`config.mk`:
```
export PLATFORM = sky130hd
export DESIGN_NAME = id_exe_stage_reg
export DESIGN_NICKNAME = d
export VERILOG_FILES = /design/src/rtl/id_exe_stage_reg.sv
export SDC_FILE = /design/constraint.sdc
export NUM_CORES = 1
export LEC_CHECK = 0
export ABC_AREA = 1
export CORE_AREA = 2 2 249 251
export DETAILED_ROUTE_END_ITERATION = 6
export DIE_AREA = 0 0 251 253
export PLACE_DENSITY_LB_ADDON = 0.2
export SYNTH_ARGS = -nofsm -noshare
export SYNTH_HDL_FRONTEND = slang
export SYNTH_SLANG_ARGS = --single-unit
```
`constraint.sdc`:
```
create_clock -name clk -period 23.3 [get_ports clk]
set_input_delay 2.33 -clock clk [delete_from_list [all_inputs] [get_ports clk]]
set_output_delay 2.33 -clock clk [all_outputs]
set_load 0.05 [all_outputs]
```
`src/rtl/id_exe_stage_reg.sv`:
```
// ID->EXE pipeline register: captures decoded fields and operands, injects bubbles on
// flush or load-use hazard, bypasses same-cycle WB writes and counts inserted bubbles.
module id_exe_stage_reg #(
    parameter int PRED_W = 2,
    parameter int CNT_W  = 16
) (
    input  logic              clk,
    input  logic              rst,
    input  logic              in_valid,
    input  logic [6:0]        in_opcode,
    input  logic [2:0]        in_funct3,
    input  logic [6:0]        in_funct7,
    input  logic [4:0]        in_rs1,
    input  logic [4:0]        in_rs2,
    input  logic [4:0]        in_rd,
    input  logic [159:0]      in_imm,
    input  logic [31:0]       in_pc,
    input  logic [31:0]       in_rs1_data,
    input  logic [31:0]       in_rs2_data,
    input  logic              in_prediction,
    input  logic [PRED_W-1:0] in_all_prediction,
    input  logic              wb_en,
    input  logic [4:0]        wb_rd,
    input  logic [31:0]       wb_data,
    input  logic              stall,
    input  logic              flush,
    output logic              out_valid,
    output logic [6:0]        out_opcode,
    output logic [2:0]        out_funct3,
    output logic [6:0]        out_funct7,
    output logic [4:0]        out_rs1,
    output logic [4:0]        out_rs2,
    output logic [4:0]        out_rd,
    output logic [159:0]      out_imm,
    output logic [31:0]       out_pc,
    output logic [31:0]       out_rs1_data,
    output logic [31:0]       out_rs2_data,
    output logic              out_prediction,
    output logic [PRED_W-1:0] out_all_prediction,
    output logic              hazard_stall,
    output logic [CNT_W-1:0]  bubble_count
);

    localparam logic [6:0] OPC_OP     = 7'b0110011;
    localparam logic [6:0] OPC_STORE  = 7'b0100011;
    localparam logic [6:0] OPC_BRANCH = 7'b1100011;
    localparam logic [6:0] OPC_LUI    = 7'b0110111;
    localparam logic [6:0] OPC_AUIPC  = 7'b0010111;
    localparam logic [6:0] OPC_JAL    = 7'b1101111;
    localparam logic [6:0] OPC_LOAD   = 7'b0000011;
    localparam logic [6:0] OPC_NOP    = 7'h13;

    function automatic logic [CNT_W-1:0] sat_inc(input logic [CNT_W-1:0] v);
        return (&v) ? v : v + 1'b1;
    endfunction

    logic              r_valid;
    logic [6:0]        r_opcode;
    logic [2:0]        r_funct3;
    logic [6:0]        r_funct7;
    logic [4:0]        r_rs1;
    logic [4:0]        r_rs2;
    logic [4:0]        r_rd;
    logic [159:0]      r_imm;
    logic [31:0]       r_pc;
    logic [31:0]       r_rs1_data;
    logic [31:0]       r_rs2_data;
    logic              r_prediction;
    logic [PRED_W-1:0] r_all_prediction;
    logic [CNT_W-1:0]  r_bubble_count;

    logic              w_nxt_valid;
    logic [6:0]        w_nxt_opcode;
    logic [2:0]        w_nxt_funct3;
    logic [6:0]        w_nxt_funct7;
    logic [4:0]        w_nxt_rs1;
    logic [4:0]        w_nxt_rs2;
    logic [4:0]        w_nxt_rd;
    logic [159:0]      w_nxt_imm;
    logic [31:0]       w_nxt_pc;
    logic [31:0]       w_nxt_rs1_data;
    logic [31:0]       w_nxt_rs2_data;
    logic              w_nxt_prediction;
    logic [PRED_W-1:0] w_nxt_all_prediction;

    logic w_rs1_used;
    logic w_rs2_used;
    logic w_hazard;
    logic w_bubble;
    logic w_count;

    assign w_rs2_used = (in_opcode == OPC_OP) || (in_opcode == OPC_STORE) ||
                        (in_opcode == OPC_BRANCH);
    assign w_rs1_used = !((in_opcode == OPC_LUI) || (in_opcode == OPC_AUIPC) ||
                          (in_opcode == OPC_JAL));

    assign w_hazard = in_valid && !flush && r_valid && (r_opcode == OPC_LOAD) &&
                      (r_rd != 5'd0) &&
                      ((w_rs1_used && (in_rs1 == r_rd)) || (w_rs2_used && (in_rs2 == r_rd)));

    // Non-counting bubbles (empty ID slot) share the bubble path but not the counter.
    assign w_bubble = flush || (!stall && (w_hazard || !in_valid));
    assign w_count  = flush || (!stall && w_hazard);

    always_comb begin
        w_nxt_valid          = r_valid;
        w_nxt_opcode         = r_opcode;
        w_nxt_funct3         = r_funct3;
        w_nxt_funct7         = r_funct7;
        w_nxt_rs1            = r_rs1;
        w_nxt_rs2            = r_rs2;
        w_nxt_rd             = r_rd;
        w_nxt_imm            = r_imm;
        w_nxt_pc             = r_pc;
        w_nxt_rs1_data       = r_rs1_data;
        w_nxt_rs2_data       = r_rs2_data;
        w_nxt_prediction     = r_prediction;
        w_nxt_all_prediction = r_all_prediction;
        if (w_bubble) begin
            w_nxt_valid          = 1'b0;
            w_nxt_opcode         = OPC_NOP;
            w_nxt_funct3         = '0;
            w_nxt_funct7         = '0;
            w_nxt_rs1            = '0;
            w_nxt_rs2            = '0;
            w_nxt_rd             = '0;
            w_nxt_imm            = '0;
            w_nxt_pc             = '0;
            w_nxt_rs1_data       = '0;
            w_nxt_rs2_data       = '0;
            w_nxt_prediction     = 1'b0;
            w_nxt_all_prediction = '0;
        end else if (stall) begin
            // Held operands must still observe WB writes or they go stale.
            if (wb_en && (wb_rd != 5'd0) && (wb_rd == r_rs1)) w_nxt_rs1_data = wb_data;
            if (wb_en && (wb_rd != 5'd0) && (wb_rd == r_rs2)) w_nxt_rs2_data = wb_data;
        end else begin
            w_nxt_valid          = 1'b1;
            w_nxt_opcode         = in_opcode;
            w_nxt_funct3         = in_funct3;
            w_nxt_funct7         = in_funct7;
            w_nxt_rs1            = in_rs1;
            w_nxt_rs2            = in_rs2;
            w_nxt_rd             = in_rd;
            w_nxt_imm            = in_imm;
            w_nxt_pc             = in_pc;
            w_nxt_prediction     = in_prediction;
            w_nxt_all_prediction = in_all_prediction;
            w_nxt_rs1_data = (wb_en && (wb_rd != 5'd0) && (wb_rd == in_rs1)) ? wb_data : in_rs1_data;
            w_nxt_rs2_data = (wb_en && (wb_rd != 5'd0) && (wb_rd == in_rs2)) ? wb_data : in_rs2_data;
        end
    end

    always_ff @(posedge clk or posedge rst) begin
        if (rst) begin
            r_valid          <= 1'b0;
            r_opcode         <= '0;
            r_funct3         <= '0;
            r_funct7         <= '0;
            r_rs1            <= '0;
            r_rs2            <= '0;
            r_rd             <= '0;
            r_imm            <= '0;
            r_pc             <= '0;
            r_rs1_data       <= '0;
            r_rs2_data       <= '0;
            r_prediction     <= 1'b0;
            r_all_prediction <= '0;
            r_bubble_count   <= '0;
        end else begin
            r_valid          <= w_nxt_valid;
            r_opcode         <= w_nxt_opcode;
            r_funct3         <= w_nxt_funct3;
            r_funct7         <= w_nxt_funct7;
            r_rs1            <= w_nxt_rs1;
            r_rs2            <= w_nxt_rs2;
            r_rd             <= w_nxt_rd;
            r_imm            <= w_nxt_imm;
            r_pc             <= w_nxt_pc;
            r_rs1_data       <= w_nxt_rs1_data;
            r_rs2_data       <= w_nxt_rs2_data;
            r_prediction     <= w_nxt_prediction;
            r_all_prediction <= w_nxt_all_prediction;
            if (w_count) r_bubble_count <= sat_inc(r_bubble_count);
        end
    end

    assign out_valid          = r_valid;
    assign out_opcode         = r_opcode;
    assign out_funct3         = r_funct3;
    assign out_funct7         = r_funct7;
    assign out_rs1            = r_rs1;
    assign out_rs2            = r_rs2;
    assign out_rd             = r_rd;
    assign out_imm            = r_imm;
    assign out_pc             = r_pc;
    assign out_rs1_data       = r_rs1_data;
    assign out_rs2_data       = r_rs2_data;
    assign out_prediction     = r_prediction;
    assign out_all_prediction = r_all_prediction;
    assign hazard_stall       = w_hazard;
    assign bubble_count       = r_bubble_count;

endmodule

```
Word level (Yosys, flattened, before mapping)
Cells that the tools add are included.

Register bits: 308. Output and inout port bits: 309.

Add/sub/neg operators: 1. Eq/ne operators: 16. Multiplexer cells: 30. Bitwise logic cells: 1. Reduce and logical (&&, ||, !) cells: 30.

Operators by type and width (count): 160-bit two-way mux (2); 32-bit two-way mux (10); 5-bit == test (6); 5-bit two-way mux (6); 7-bit two-way mux (4); 7-bit by 6-bit == test with 1-bit output, second input constant (3); 16-bit by 1-bit adder with 16-bit output, second input constant (1); 16-bit AND reduction (1); 7-bit == test, second input constant (2); 1-bit logical AND (14); 5-bit nonzero test (2); 1-bit logical OR (8); 7-bit by 2-bit == test with 1-bit output, second input constant (1); 7-bit by 5-bit == test with 1-bit output, second input constant (1); 3-bit two-way mux (2); 3-bit by 1-bit != test with 1-bit output, second input constant (2); 1-bit zero test (4); 1-bit two-way mux (4); 2-bit two-way mux (2); 2-bit by 1-bit != test with 1-bit output, second input constant (1); 2-bit AND reduction (1); 1-bit inverter (1).

Depth between registers and ports, before layout
Depth after elaboration: 11. Mapped depth: 13.

Least setup slack after synthesis
No wires, ideal clock.

Path type: in2out. Start point: in in_opcode[3]. End point: out hazard_stall. Data arrival time: 3936 ps. Data required time: 20970 ps. Slack: 17034 ps. Stages on the path: 6. Buffers on the path: 0. Cell sequence: nor3_1 nand2_1 nor2_1 nand2_1 o21ai_1 nor3b_1.

Longest elaborated chain between the ends: 7. Elaborated cells on any way between the ends: 15.

Ends and longest elaborated chain: from (decl) (RTL line 10) `input logic [6:0] in_opcode,`; 7-bit by 6-bit == test with 1-bit output or 7-bit by 5-bit == test with 1-bit output (tied branches) (RTL line 94) `assign w_rs1_used = !((in_opcode == OPC_LUI) || (in_opcode == OPC_AUIPC) ||`; 1-bit logical OR (2 in a row) (RTL line 94); 1-bit zero test (RTL line 94); 1-bit logical AND (RTL line 99) `((w_rs1_used && (in_rs1 == r_rd)) || (w_rs2_used && (in_rs2 == r_rd)));`; 1-bit logical OR (*) (RTL line 99); 1-bit logical AND (*) (RTL line 98) `(r_rd != 5'd0) &&`; to (decl) (RTL line 40) `output logic hazard_stall,`.

Mark *: on every way between the ends. The rest lies on a longest branch, timed or not.

Worst setup path in the final report
Start point: in in_opcode[5]. End point: out hazard_stall.

The elaborated chain is that of the path after synthesis.

==> results.cfg <==
[cts]
cts_buffers = 39
cts_tree = done
cts.reportedPaths.clkPinSlew_ns = 0.06
clock_sinks = 308
clockBufferDepth = 3
htree_levels = 2
holdBufCountCts = 0
root_buffer = clkbuf_16
insertion_delay_ns = 0.56
cts-resized-gates = 0
cts_setup_buffers = 0

[synthesis]
syn_area_per_cell_um2 = 8.10
synthCells = 1852
synth.distinct_cells = 26
syn-num-nets = 2187
ys_seq_area_share_pct = 51.4
synth_warnings = 0
netlist_area_um2 = 15000
synth_seq_cells = 308

[layout]
final_net_count = 2736
layout.cell_area.non_filler_um2 = 23200
syn_to_final_growth_pct = 54.6
final_cells = 3223
layout-drive-gt1-share_pct = 3.42
fin_util_pct = 38.0

[routing]
drt-total-wl_um = 64100
detail-route-antenna-nets = 0
vias = 14991
via_per_inst = 4.65
firstDrtPassIters = 6
routedWlPerCell_um = 19.9
drt-initial-drc-count = 1079
drc_errors = 0

[floorplan]
die_width_um = 251
die_h_um = 253
coreArea_um2 = 61000
initial_utilization_pct = 24.6
io_pins = 643
die_area_um2 = 63500
num_rows = 91

[job]
max_cap_viol_count = 0

[critical_path]
required_ns = 20.97
end_kind = output pin
cp_max_fo = 3
critPathLaunchType = input pin
path_class = in2out
cp.arrival_ns = 5.28

[timing]
post-route-period-util_pct = 32.6
period_minus_slack_ns = 7.61
layout_setup_ws_ns = 15.69
skew_ns = 0.0231
tns_ns = 0
final-hold-violation-count = 0
drv_slew = 0
rsz0062_at_grt = false
clock.fmax_ghz = 0.131
hold_slack_ns = 0.476
setup_viol = 0
worstMarginPinSlew_ns = 1.27
relSlewSlack_pct = 15.4

[power]
clkPwrFrac_pct = 39.1
power_mw = 1.52
p_leak_nw = 11.1
internal_power_mw = 1.05
power_switching_mw = 0.478
comb_power_share_pct = 22.6
p_sw_share_pct = 31.4
seq_power_share_pct = 38.3
ir_drop_uv = 47.5
power_density_nw_per_um2 = 65.7

[global_routing]
antenna_found_initial = 10
grt_first_pass_wirelength_um = 95900
grt_usage_pct = 19.5
grt_pass1_vias = 15264
grt_max_degree = 230
overflow = 0

[placement]
placed_cells = 3150
port_buffers = 642
gp_congestion = 0.821
dp_slack_ns = 15.70
place_area_um2 = 21900
hpwlAfterDp_um = 43400

[hold_path]
hold_path_class = reg2reg

[run_status]
run_status = finished clean
==> registers in the layout, summed over array words and instances (netlist names), 7 cells and up <==
| register | flops |
|---|---|
| out_pc | 32 |
| bubble_count | 16 |
| out_imm | 160 |
| out_funct7 | 7 |
| out_rs1_data | 32 |
| out_rs2_data | 32 |
| out_opcode | 7 |
==> worst max-delay path: stages <==
cell	delay (ns)
clkdlybuf4s50_1	0.51
inv_1	0.05
nor3_1	0.55
nand2_1	0.10
nor2_1	0.12
nand2_1	0.06
o21ai_1	0.26
nor3b_1	0.29
clkdlybuf4s50_1	1.01
==> per-layer routing <==
layer | global-route usage (%) | up-vias | part of all wire [%]
met5 | 0 | - | 0.083
met4 | 6.48 | 8 | 3.1
met3 | 6.91 | 98 | 8.7
met2 | 31.9 | 534 | 47
met1 | 23.9 | 7193 | 41
li1 | - | 7158 | -
==> final timing paths <==
path	from	to	slack, ns	cells past startpoint
worst min-delay path	out_pc[28]	out_pc[28]	0.48	2
worst max register to register	out_rd[0]	out_imm[119]	19.33	9
worst min register to register	out_pc[28]	out_pc[28]	0.48	2
worst max-delay path	in_opcode[5]	hazard_stall	15.69	9
min in group asynchronous	rst	bubble_count[14]	2.30	2
max in group asynchronous	rst	out_imm[100]	19.47	3
==> cell type report <==
type                    instances  area, µm²
diodes                          5       12.5
multi-input cells            1325       6370
clock buffers                  59       1110
fillers                      6272      37800
well taps                     790        988
clock inverters                 9        118
inverters                      68        270
repair buffers                659       6600
flip-flops and latches        308       7710
==> cells in the final DEF, fill, tap and decap left out, types with 6 or more instances in the layout <==
cell type / n
nand4_1: 232
nand3b_1: 131
clkbuf_1: 14
dfrtp_1: 308
clkbuf_8: 6
clkbuf_16: 39
nor3_1: 10
xor2_1: 15
nor2_1: 83
nand3_1: 26
inv_1: 66
nand2_1: 781
xnor2_1: 24
clkdlybuf4s50_1: 642
buf_4: 13
==> power groups by stage <==
stage | logic, mW | clock network (mW) | registers, mW
detailed placement | 0.347 | 0 | 0.593
finish | 0.345 | 0.595 | 0.584
global route | 0.367 | 0.639 | 0.588
CTS | 0.348 | 0.618 | 0.584
global placement | 0.348 | 0 | 0.592
floorplan | 0.0927 | 0 | 0.690
==> synth_stat cells <==
cell	n	area, µm²
dfrtp_1	308	7710
o21ai_1	1	5.00
a31oi_1	1	6.26
nor3_1	10	50.1
xor2_1	15	131
ha_1	1	12.5
nor4_1	4	25.0
or2_2	3	18.8
buf_2	30	150
nand3_1	26	130
nor2_2	2	12.5
xnor2_1	24	210
inv_1	67	251
nand2_2	2	12.5
nor3_2	1	10.0
buf_4	21	158
nor3b_1	1	7.51
nor2_1	83	312
inv_2	1	3.75
nand4_1	232	1450
nand3b_1	131	983
clkbuf_1	81	304
buf_1	19	71.3
o21ai_0	5	25.0
nand2_1	782	2940
a21oi_4	1	16.3
==> kinds of logic after synthesis <==
kind of cell	Yosys count	synth area share [%]
simple gates	1277	39.7
flops	308	51.4
buf+inv	219	6.26
xor+xnor	39	2.28
compound gates	8	0.350
fa+ha+maj	1	0.0834
No activity file was read; power rests on OpenSTA's default activity.
